$ cat src/rtl/dense_controller.sv
// dense_controller: sequences the dense-layer datapath through clear, per-neuron MAC and bias-write phases.
module dense_controller #(
  parameter int IN_COUNT  = 64,
  parameter int OUT_COUNT = 10
) (
  input  logic clk,
  input  logic rst,
  input  logic start,
  input  logic inValid,
  output logic inRelease,
  output logic outValid,
  input  logic outReady,
  output logic busy,
  input  logic mulDone,
  input  logic calcDone,
  output logic clear,
  output logic clearReg,
  output logic inCntEn,
  output logic outCntEn,
  output logic WorB,
  output logic load,
  output logic bufferOutWr
);
  typedef enum logic [2:0] {IDLE, INIT, MAC, BIAS, DONE} state_t;
  state_t state_q, state_d;
  if (IN_COUNT < 1 || OUT_COUNT < 1) begin : g_bad_cfg
    $error("dense_controller: IN_COUNT and OUT_COUNT must be at least 1");
  end
  always_comb begin
    state_d = state_q;
    case (state_q)
      IDLE:    state_d = (start && inValid) ? INIT : IDLE;
      INIT:    state_d = MAC;
      MAC:     state_d = mulDone ? BIAS : MAC;
      BIAS:    state_d = calcDone ? DONE : MAC;
      DONE:    state_d = outReady ? IDLE : DONE;
      default: state_d = IDLE;
    endcase
  end
  // Outputs are registered from the next state, so they are pure Moore decodes of state_q.
  always_ff @(posedge clk or posedge rst) begin
    if (rst) begin
      state_q     <= IDLE;
      busy        <= 1'b0;
      outValid    <= 1'b0;
      inRelease   <= 1'b0;
      bufferOutWr <= 1'b0;
      clear       <= 1'b0;
      clearReg    <= 1'b0;
      inCntEn     <= 1'b0;
      outCntEn    <= 1'b0;
      load        <= 1'b0;
      WorB        <= 1'b0;
    end else begin
      state_q     <= state_d;
      busy        <= state_d != IDLE;
      outValid    <= state_d == DONE;
      inRelease   <= state_d == DONE && state_q != DONE;
      bufferOutWr <= state_d == BIAS;
      clear       <= state_d == INIT;
      clearReg    <= state_d == INIT || state_d == BIAS;
      inCntEn     <= state_d == MAC;
      outCntEn    <= state_d == BIAS;
      load        <= state_d == MAC;
      WorB        <= state_d == BIAS;
    end
  end
endmodule

$ cat config.mk
export PLATFORM = sky130hd
export DESIGN_NAME = dense_controller
export DESIGN_NICKNAME = d
export VERILOG_FILES = /design/src/rtl/dense_controller.sv
export SDC_FILE = /design/constraint.sdc
export NUM_CORES = 1
export LEC_CHECK = 0
export BUFFER_PORTS_ARGS = -buffer_cell sky130_fd_sc_hd__buf_2
export CORE_AREA = 3 3 40 42
export DETAILED_ROUTE_END_ITERATION = 6
export DIE_AREA = 0 0 43 45
export SLEW_MARGIN = 20
export SYNTH_ARGS = -nofsm -noshare
export SYNTH_HDL_FRONTEND = slang
export SYNTH_SLANG_ARGS = --single-unit
$ cat constraint.sdc
create_clock -name clk -period 3.35 [get_ports clk]
set_input_delay 0.67 -clock clk [delete_from_list [all_inputs] [get_ports clk]]
set_output_delay 0.67 -clock clk [all_outputs]
set_load 0.02 [all_outputs]
Word level (Yosys, flattened, before mapping)
Cells that the tools add are included.
{"block": "totals", "regBits": 10, "out_inout_bits": 10, "word_cells": 27}
{"block": "classes", "eq_ne": 9, "n_mux": 5, "reduce_logical": 5}
{"operator": "case mux 3 bit (5 select lines)", "count": 1}
{"operator": "== test 3 x 2 -> 1 bit (second input constant)", "count": 4}
{"operator": "== test 3 x 1 -> 1 bit (second input constant)", "count": 2}
{"operator": "== test 3 bit (second input constant)", "count": 2}
{"operator": "2-to-1 mux 3 bit", "count": 2}
{"operator": "zero test 3 bit", "count": 1}
{"operator": "inequality test 3 bit (second input constant)", "count": 1}
{"operator": "nonzero test 3 bit", "count": 1}
{"operator": "logical AND 1 bit", "count": 2}
{"operator": "2-to-1 mux 1 bit", "count": 2}
{"operator": "logical OR 1 bit", "count": 1}

Logic depth before layout (Yosys ltp)
Gate-level depths: netlist of run 1.
{"block": "logic_depth", "depth_word": 5, "mapped_depth": 4, "depth_no_buf": 3}

Worst setup path after synthesis of run 1
OpenSTA, ideal clock, no wires.
{"block": "synth_timing", "path_kind": "input port to flip-flop", "startpoint": "in outReady", "endpoint": "reg busy", "setup_ps": 64, "t_arrival_ps": 1364, "required_time_ps": 3286, "setup_slack_ps": 1921, "cell_stages": 3, "path_cell_list": "or4b_4 o21ai_2 or3_1"}
{"block": "synth_between", "elab_chain_len": 3}
{"item": "start, declared", "line_no": "12", "rtl": "input logic outReady,"}
{"item": "2-to-1 mux 3 bit", "line_no": "36", "rtl": "DONE: state_d = outReady ? IDLE : DONE;"}
{"item": "case mux 3 bit (5 select lines)", "line_no": "31", "rtl": "case (state_q)"}
{"item": "via state_d[2]", "line_no": "25", "rtl": "state_t state_q, state_d;"}
{"item": "nonzero test 3 bit", "line_no": "56", "rtl": "busy <= state_d != IDLE;"}
{"item": "end signal, assigned", "line_no": "44", "rtl": "busy <= 1'b0;"}
{"item": "end signal, assigned", "line_no": "56"}
{"item": "end, declared", "line_no": "13", "rtl": "output logic busy,"}
The timed path passes the listed nets, and every way through them passes these cells.

==> results of run 1 <==
==> sequential cells by signal, summed over array words and instances (netlist names) <==
name / flops
outValid: 1
clear: 1
clearReg: 1
load: 1
busy: 1
bufferOutWr: 1
inRelease: 1
state_q: 3
==> cells by family (layout without fill, tap and decap cells) <==
kind of cell	after synthesis	after routing
compound gates	6	6
buf+inv	7	21
flops	10	10
simple gates	11	11
==> placed cells by master, fill, tap and decap left out <==
cell                       instances
sky130_fd_sc_hd__clkbuf_4          3
sky130_fd_sc_hd__nor2_1            3
sky130_fd_sc_hd__o211a_1           1
sky130_fd_sc_hd__nand3b_1          1
sky130_fd_sc_hd__buf_2            16
sky130_fd_sc_hd__o21ai_0           1
sky130_fd_sc_hd__inv_1             2
sky130_fd_sc_hd__nor3_1            2
sky130_fd_sc_hd__or3_1             1
sky130_fd_sc_hd__nand2_1           2
sky130_fd_sc_hd__o21ai_2           1
sky130_fd_sc_hd__a22oi_1           1
sky130_fd_sc_hd__a211oi_1          2
sky130_fd_sc_hd__or4b_4            1
sky130_fd_sc_hd__nand3_2           1
sky130_fd_sc_hd__dfrtp_1          10
==> per-stage QoR <==
stage	utilization	power, mW	area [sq um]	hold WS (ns)
2_1_floorplan	-	0.3557	415.4	0.5102
3_3_place_gp	0.3651	0.3777	469.2	0.6231
3_5_place_dp	0.3651	0.3784	469.2	0.6192
4_1_cts	0.3827	0.4539	491.7	0.3871
5_1_grt	0.3827	0.4817	491.7	0.4065
6_report	0.3827	0.4496	491.7	0.3787
==> metal layers <==
metal,vias to the layer above,wire [um],global-route usage
met3,0,77,0.02390
met1,123,320,0.1159
li1,144,-,-
met4,0,0,0.03614
met2,15,250,0.08982
met5,-,0,0
==> area by class of cell <==
cell class,count,area (sq um)
Clock buffer,3,22.52
Sequential cell,10,250.2
Tap cell,15,18.77
Multi-Input combinational cell,17,112.6
Timing Repair Buffer,16,80.08
Fill cell,134,793.3
Inverter,2,7.507
==> path summary, 6_finish.rpt <==
kind                              from          end  slack (ns)  depth (start not counted)
max in group asynchronous          rst         busy        2.70                          2
hold / removal                     rst         load        0.38                          2
hold reg to reg             state_q[0]  bufferOutWr        0.63                          1
setup / recovery           bufferOutWr         WorB        1.89                          1
setup reg to reg            state_q[0]         busy        2.04                          3
min in group clk            state_q[0]  bufferOutWr        0.63                          1
==> power groups by stage <==
stage               Sequential, mW  Clock, mW  Combinational, mW
floorplan                    0.227          0              0.129
global placement             0.210          0              0.168
detailed placement           0.210          0              0.169
CTS                          0.207     0.0778              0.169
global route                 0.217     0.0830              0.181
finish                       0.206     0.0762              0.167
==> impl_metrics.prom, run 1 <==
# TYPE chip_impl_metric gauge
chip_impl_info{name="run_status",value="finished, final reports clean"} 1
chip_impl_metric{name="worstPathArrival",unit="ns"} 0.79
chip_impl_metric{name="grt_first_pass_wirelength",unit="mm"} 1.048
chip_impl_metric{name="pwr-share-comb",unit=""} 0.371
chip_impl_metric{name="ys_types",unit=""} 16
chip_impl_metric{name="route.antenna.remaining_nets",unit=""} 0
chip_impl_metric{name="timing_worst_slew_pin_value",unit="ns"} 0.3735
chip_impl_info{name="clock_tree_from_tritoncts",value="yes"} 1
chip_impl_info{name="clockRootBuffer",value="sky130_fd_sc_hd__clkbuf_4"} 1
chip_impl_info{name="worst_setup_path_end_kind",value="primary output"} 1
chip_impl_metric{name="timing.fmax",unit="MHz"} 685.4
chip_impl_metric{name="synthesis.area",unit="sq um"} 415.4
chip_impl_metric{name="clock_sinks",unit=""} 10
chip_impl_metric{name="detail_route.wl_per_cell",unit="um"} 10.30
chip_impl_metric{name="max_slew_margin",unit=""} 0.7507
chip_impl_metric{name="route.detailed.drc",unit=""} 0
chip_impl_metric{name="pwr-share-clk",unit=""} 0.169
chip_impl_metric{name="netSwitchingPower",unit="uW"} 179.5
chip_impl_metric{name="drive_gt1_frac",unit=""} 0.4583
chip_impl_info{name="critPathSlowestCell",value="sky130_fd_sc_hd__dfrtp_1"} 1
chip_impl_metric{name="die-area",unit="sq mm"} 0.001935
chip_impl_metric{name="cts_inserted_buffers",unit=""} 3
chip_impl_metric{name="area_delta_synth_final",unit="%"} 18.37
chip_impl_metric{name="cp.required",unit="ns"} 2.68
chip_impl_metric{name="port_buffers",unit=""} 16
chip_impl_metric{name="synth_compound_gate_area_share",unit=""} 0.1114
chip_impl_metric{name="path_buf_inv",unit=""} 1
chip_impl_metric{name="setup_viol_count_final",unit=""} 0
chip_impl_metric{name="initial_antenna_violation_count",unit=""} 0
chip_impl_info{name="path_cells",value="buf_2"} 1
chip_impl_metric{name="adder_cell_area_share_of_the_yosys_netlist",unit=""} 0
chip_impl_metric{name="synthesis.yosys.warnings",unit=""} 0
chip_impl_metric{name="power.ir.vdd_worst",unit="uV"} 340.9
chip_impl_metric{name="fin_cells",unit=""} 63
chip_impl_metric{name="syn-mean-instance-area",unit="sq um"} 12.22
chip_impl_metric{name="totalNegativeSetupSlack",unit="ns"} 0
chip_impl_metric{name="dieHeight",unit="um"} 45
chip_impl_info{name="setup_repair_after_global_routing_missed_its_margin",value="no"} 1
chip_impl_info{name="path_delay_family",value="flip-flops"} 1
chip_impl_metric{name="floorplan.initialDensity",unit=""} 0.3233
chip_impl_metric{name="synth_enable_flop_cells",unit=""} 0
chip_impl_metric{name="ios",unit=""} 17
chip_impl_metric{name="share_seq_of_total_power",unit=""} 0.459
chip_impl_metric{name="power_per_cell_area",unit="mW/mm^2"} 914.4
chip_impl_metric{name="cts_repair_resize_count",unit=""} 0
chip_impl_metric{name="final_wirelength",unit="um"} 649
chip_impl_metric{name="firstDrtPassIters",unit=""} 3
chip_impl_metric{name="cts-htree-levels",unit=""} 1
chip_impl_metric{name="clock_latency",unit="ns"} 0.25
chip_impl_metric{name="synthXorXnorAreaFrac",unit=""} 0
chip_impl_metric{name="maxCapViolCount",unit=""} 0
chip_impl_metric{name="diodes",unit=""} 0
chip_impl_info{name="synth.area.top_cells",value="sky130_fd_sc_hd__dfrtp_1 (60%), sky130_fd_sc_hd__buf_4 (5.4%), sky130_fd_sc_hd__buf_6 (5.4%), sky130_fd_sc_hd__a211oi_1 (3.6%), sky130_fd_sc_hd__or4b_4 (3.3%)"} 1
chip_impl_metric{name="gr-usage-all-layers",unit=""} 0.07439
chip_impl_metric{name="cell_internal_power",unit="uW"} 270.2
chip_impl_metric{name="detailedPlace.worstSlack",unit="ns"} 1.787
chip_impl_info{name="synth_most_common_cell",value="sky130_fd_sc_hd__dfrtp_1"} 1
chip_impl_metric{name="finalMaxSlewViolations",unit=""} 0
chip_impl_metric{name="vias_per_cell",unit=""} 4.476
chip_impl_metric{name="register_area_share_after_synthesis",unit=""} 0.6024
chip_impl_metric{name="globalRoute.totalOverflow",unit=""} 0
chip_impl_metric{name="grt_pass1_vias",unit=""} 227
chip_impl_metric{name="critical_path.max_stage_delay",unit="ns"} 0.38
chip_impl_metric{name="post_synth_and_or_nand_nor_area_fraction",unit=""} 0.1596
chip_impl_info{name="synth_top_flop_cell",value="sky130_fd_sc_hd__dfrtp_1"} 1
chip_impl_metric{name="synth_seq_cells",unit=""} 10
chip_impl_metric{name="cts.clk_slew.worst_paths",unit="ns"} 0.06
chip_impl_metric{name="initialDrtViolationCount",unit=""} 5
chip_impl_metric{name="final.setup_skew",unit="ns"} 0.002774
chip_impl_info{name="worst_hold_class",value="input port to async pin"} 1
chip_impl_metric{name="vias",unit=""} 282
chip_impl_metric{name="p_leak",unit="nW"} 0.2632
chip_impl_metric{name="cts_hold_buffers",unit=""} 0
chip_impl_metric{name="finalCriticalPeriod",unit="ns"} 1.459
chip_impl_metric{name="final_net_count",unit=""} 57
chip_impl_metric{name="place_congestion",unit=""} 0.6656
chip_impl_metric{name="synth_top_cell_area_share",unit=""} 0.6024
chip_impl_metric{name="synth_nets",unit=""} 41
chip_impl_metric{name="cts_post_setup_buffers_inserted",unit=""} 0
chip_impl_metric{name="async_reset_ff_frac",unit=""} 1.000
chip_impl_info{name="synth.cells.most_frequent",value="sky130_fd_sc_hd__dfrtp_1 (10), sky130_fd_sc_hd__buf_4 (3), sky130_fd_sc_hd__nor2_1 (3)"} 1
chip_impl_info{name="synth_area_leader_cell",value="sky130_fd_sc_hd__dfrtp_1"} 1
chip_impl_metric{name="postLayoutSetupSlackWorst",unit="ns"} 1.891
chip_impl_metric{name="grt_max_degree",unit=""} 11
chip_impl_metric{name="die_width",unit="um"} 43
chip_impl_metric{name="path_max_fanout",unit=""} 3
chip_impl_metric{name="syn_inst",unit=""} 34
chip_impl_metric{name="final-hold-violation-count",unit=""} 0
chip_impl_info{name="startpoint_type",value="register"} 1
chip_impl_info{name="synth_top_family_by_area",value="simple AND/OR/NAND/NOR gates"} 1
chip_impl_metric{name="fp-row-count",unit=""} 13
chip_impl_metric{name="clk_path_buf_depth",unit=""} 2
chip_impl_metric{name="fp.coreArea",unit="sq mm"} 0.001285
chip_impl_metric{name="post_synth_mux_area_share",unit=""} 0
chip_impl_metric{name="final_min_period_over_clock_period",unit=""} 0.4355
chip_impl_metric{name="placedCellCount",unit=""} 60
chip_impl_metric{name="power_switching_share",unit=""} 0.3992
chip_impl_info{name="worstSetupPathType",value="register to primary output"} 1
Power figures use the tool's default switching activity.
==> run 2: changes to the inputs <==
==> constraint.sdc (replaced) <==
create_clock -name clk -period 1.31 [get_ports clk]
set_input_delay 0.262 -clock clk [delete_from_list [all_inputs] [get_ports clk]]
set_output_delay 0.262 -clock clk [all_outputs]
set_load 0.02 [all_outputs]
==> run 2 against run 1 <==
Routed wire length grew 11%; global-route usage grew 0.85 points; die area is the same; sequential share of layout area shrank 4.2 points; clock power grew to 3.6 times the previous value; design area grew 8.9%; critical endpoint is now busy; largest power group is now combinational logic.
==> impl_metrics.prom, run 2 (same netlist as run 1, synthesis figures left out) <==
# TYPE chip_impl_metric gauge
chip_impl_info{name="run_status",value="finished, final reports clean"} 1
chip_impl_metric{name="final_min_period_over_clock_period",unit=""} 0.9492
chip_impl_metric{name="reg2reg_depth",unit=""} 3
chip_impl_info{name="worst_setup_path_end_kind",value="register"} 1
chip_impl_info{name="startpoint_type",value="register"} 1
chip_impl_metric{name="finalCriticalPeriod",unit="ns"} 1.243
chip_impl_metric{name="vias_per_cell",unit=""} 4.552
chip_impl_metric{name="p_leak",unit="nW"} 0.2864
chip_impl_metric{name="grt_max_degree",unit=""} 11
chip_impl_metric{name="setup_viol_count_final",unit=""} 0
chip_impl_metric{name="largest_register_ffs",unit=""} 3
chip_impl_metric{name="ios",unit=""} 17
chip_impl_metric{name="power_per_cell_area",unit="mW/mm^2"} 2392
chip_impl_metric{name="fp-row-count",unit=""} 13
chip_impl_metric{name="clk_path_buf_depth",unit=""} 2
chip_impl_info{name="setup_repair_after_global_routing_missed_its_margin",value="no"} 1
chip_impl_metric{name="globalRoute.totalOverflow",unit=""} 0
chip_impl_metric{name="clock_sinks",unit=""} 10
chip_impl_metric{name="firstDrtPassIters",unit=""} 2
chip_impl_metric{name="final-hold-violation-count",unit=""} 0
chip_impl_metric{name="dieHeight",unit="um"} 45
chip_impl_info{name="critPathSlowestCell",value="sky130_fd_sc_hd__or4b_4"} 1
chip_impl_metric{name="finalMaxSlewViolations",unit=""} 0
chip_impl_metric{name="path_max_fanout",unit=""} 7
chip_impl_info{name="most_common_cell_after_layout_fill_and_taps_aside",value="sky130_fd_sc_hd__buf_2"} 1
chip_impl_metric{name="hold_ws",unit="ns"} 0.2797
chip_impl_metric{name="cts_post_setup_buffers_inserted",unit=""} 0
chip_impl_info{name="layout.cells.most_common_list",value="sky130_fd_sc_hd__buf_2 (16), sky130_fd_sc_hd__dfrtp_1 (10), sky130_fd_sc_hd__nor2_1 (3), sky130_fd_sc_hd__clkbuf_4 (3)"} 1
chip_impl_metric{name="fin_cells",unit=""} 67
chip_impl_info{name="worstSetupPathType",value="register to register"} 1
chip_impl_metric{name="timing.fmax",unit="MHz"} 804.2
chip_impl_metric{name="route.detailed.drc",unit=""} 0
chip_impl_metric{name="worst-r2r-setup-slack",unit="ns"} 0.07
chip_impl_metric{name="drive_gt1_frac",unit=""} 0.5000
chip_impl_metric{name="timing_worst_slew_pin_value",unit="ns"} 0.3597
chip_impl_info{name="clockRootBuffer",value="sky130_fd_sc_hd__clkbuf_4"} 1
chip_impl_metric{name="diodes",unit=""} 0
chip_impl_metric{name="cp.required",unit="ns"} 1.51
chip_impl_metric{name="route.antenna.remaining_nets",unit=""} 0
chip_impl_metric{name="placedCellCount",unit=""} 62
chip_impl_metric{name="hold-path-cell-count",unit=""} 3
chip_impl_metric{name="cts-htree-levels",unit=""} 1
chip_impl_metric{name="worstPathArrival",unit="ns"} 1.45
chip_impl_metric{name="clock_latency",unit="ns"} 0.26
chip_impl_metric{name="area_delta_synth_final",unit="%"} 28.92
chip_impl_info{name="worst_hold_class",value="input port to register"} 1
chip_impl_info{name="regToRegStartpoint",value="state_q[1]"} 1
chip_impl_metric{name="grt_first_pass_wirelength",unit="mm"} 1.104
chip_impl_metric{name="cts.clk_slew.worst_paths",unit="ns"} 0.07
chip_impl_metric{name="grt_pass1_vias",unit=""} 258
chip_impl_metric{name="cts_inserted_buffers",unit=""} 3
chip_impl_metric{name="initial_antenna_violation_count",unit=""} 0
chip_impl_metric{name="fp.coreArea",unit="sq mm"} 0.001285
chip_impl_info{name="hold_path.startpoint",value="outReady"} 1
chip_impl_info{name="path_cells",value="or4b_4, o21ai_2, or3_1"} 1
chip_impl_metric{name="final.setup_skew",unit="ns"} 0.001429
chip_impl_metric{name="p_total",unit="mW"} 1.281
chip_impl_metric{name="die_width",unit="um"} 43
chip_impl_info{name="worstHoldEndpoint",value="state_q[2]"} 1
chip_impl_metric{name="place_congestion",unit=""} 0.6912
chip_impl_metric{name="power.ir.vdd_worst",unit="uV"} 1394
chip_impl_info{name="regToRegEndpoint",value="busy"} 1
chip_impl_metric{name="detail_route.wl_per_cell",unit="um"} 10.78
chip_impl_metric{name="hpwlAfterDp",unit="um"} 547.4
chip_impl_metric{name="final_wirelength",unit="um"} 722
chip_impl_metric{name="port_buffers",unit=""} 16
chip_impl_info{name="regMostFlops",value="state_q"} 1
chip_impl_metric{name="vias",unit=""} 305
chip_impl_metric{name="critical_path.max_stage_delay",unit="ns"} 0.54
chip_impl_info{name="clock_tree_from_tritoncts",value="yes"} 1
chip_impl_metric{name="max_slew_margin",unit=""} 0.7599
chip_impl_metric{name="totalNegativeSetupSlack",unit="ns"} 0
chip_impl_metric{name="die-area",unit="sq mm"} 0.001935
chip_impl_metric{name="gr-usage-all-layers",unit=""} 0.08291
chip_impl_metric{name="final_net_count",unit=""} 60
chip_impl_metric{name="maxCapViolCount",unit=""} 0
chip_impl_metric{name="floorplan.initialDensity",unit=""} 0.3233
chip_impl_metric{name="initialDrtViolationCount",unit=""} 8
==> run 2: cell types whose count changed in the layout (fill, tap and decap cells not counted) <==
cell / delta
sky130_fd_sc_hd__a211oi_1: -1
sky130_fd_sc_hd__buf_4: +2
sky130_fd_sc_hd__a211oi_2: +1
sky130_fd_sc_hd__dlygate4sd3_1: +1
sky130_fd_sc_hd__clkbuf_8: +1
==> run 2: layout make-up <==
type,instances,area [sq um]
flip-flops and latches,10,250.2
inverters,2,7.507
multi-input cells,17,117.6
fillers,130,749.5
well taps,15,18.77
repair buffers,19,105.1
clock buffers,4,36.28
==> run 2: worst max-delay path, delay by kind of cell, from the launching register on <==
family           cells  cell delay [ns]
AO/OA/AOI/OAI        1             0.08
flip-flops           1             0.45
AND/OR/NAND/NOR      2             0.66
==> run 2: repair_timing <==
item	CTS	global route
gates resized for setup	0	1
endpoints found under the setup margin	0	1
hold buffers	1	0
endpoints found under the hold margin	10	0
==> run 2: worst max-delay path by stage <==
stage	to	slack [ns]	start
2_1_floorplan	busy	0.11	state_q[2]
3_3_place_gp	busy	0.1	state_q[1]
3_5_place_dp	busy	0.07	state_q[1]
4_1_cts	busy	0.07	state_q[1]
5_1_grt	busy	0.02	state_q[1]
6_report	busy	0.07	state_q[1]
==> run 2: stage by stage <==
stage            util  cell area, sq um  setup slack (ns)
2_1_floorplan       -             415.4            0.1136
3_3_place_gp   0.3768             484.2           0.09548
3_5_place_dp   0.3768             484.2           0.07273
4_1_cts        0.4129             530.5           0.07310
5_1_grt        0.4167             535.5           0.02387
6_report       0.4167             535.5           0.06656
==> run 2: where the power goes <==
group | internal (mW) | switching (mW) | total (mW)
Clock | 0.169 | 0.106 | 0.275
Sequential | 0.421 | 0.0708 | 0.492
Combinational | 0.200 | 0.314 | 0.514
==> run 2: metal layers <==
layer  vias up  track usage  share of wire  routed length [um]
met5         -            0              0                   0
met1       138       0.1086           0.46                 330
li1        150            -              -                   -
met2        17      0.09880           0.41                 298
met3         0      0.07570           0.13                  92
met4         0      0.01807              0                   0
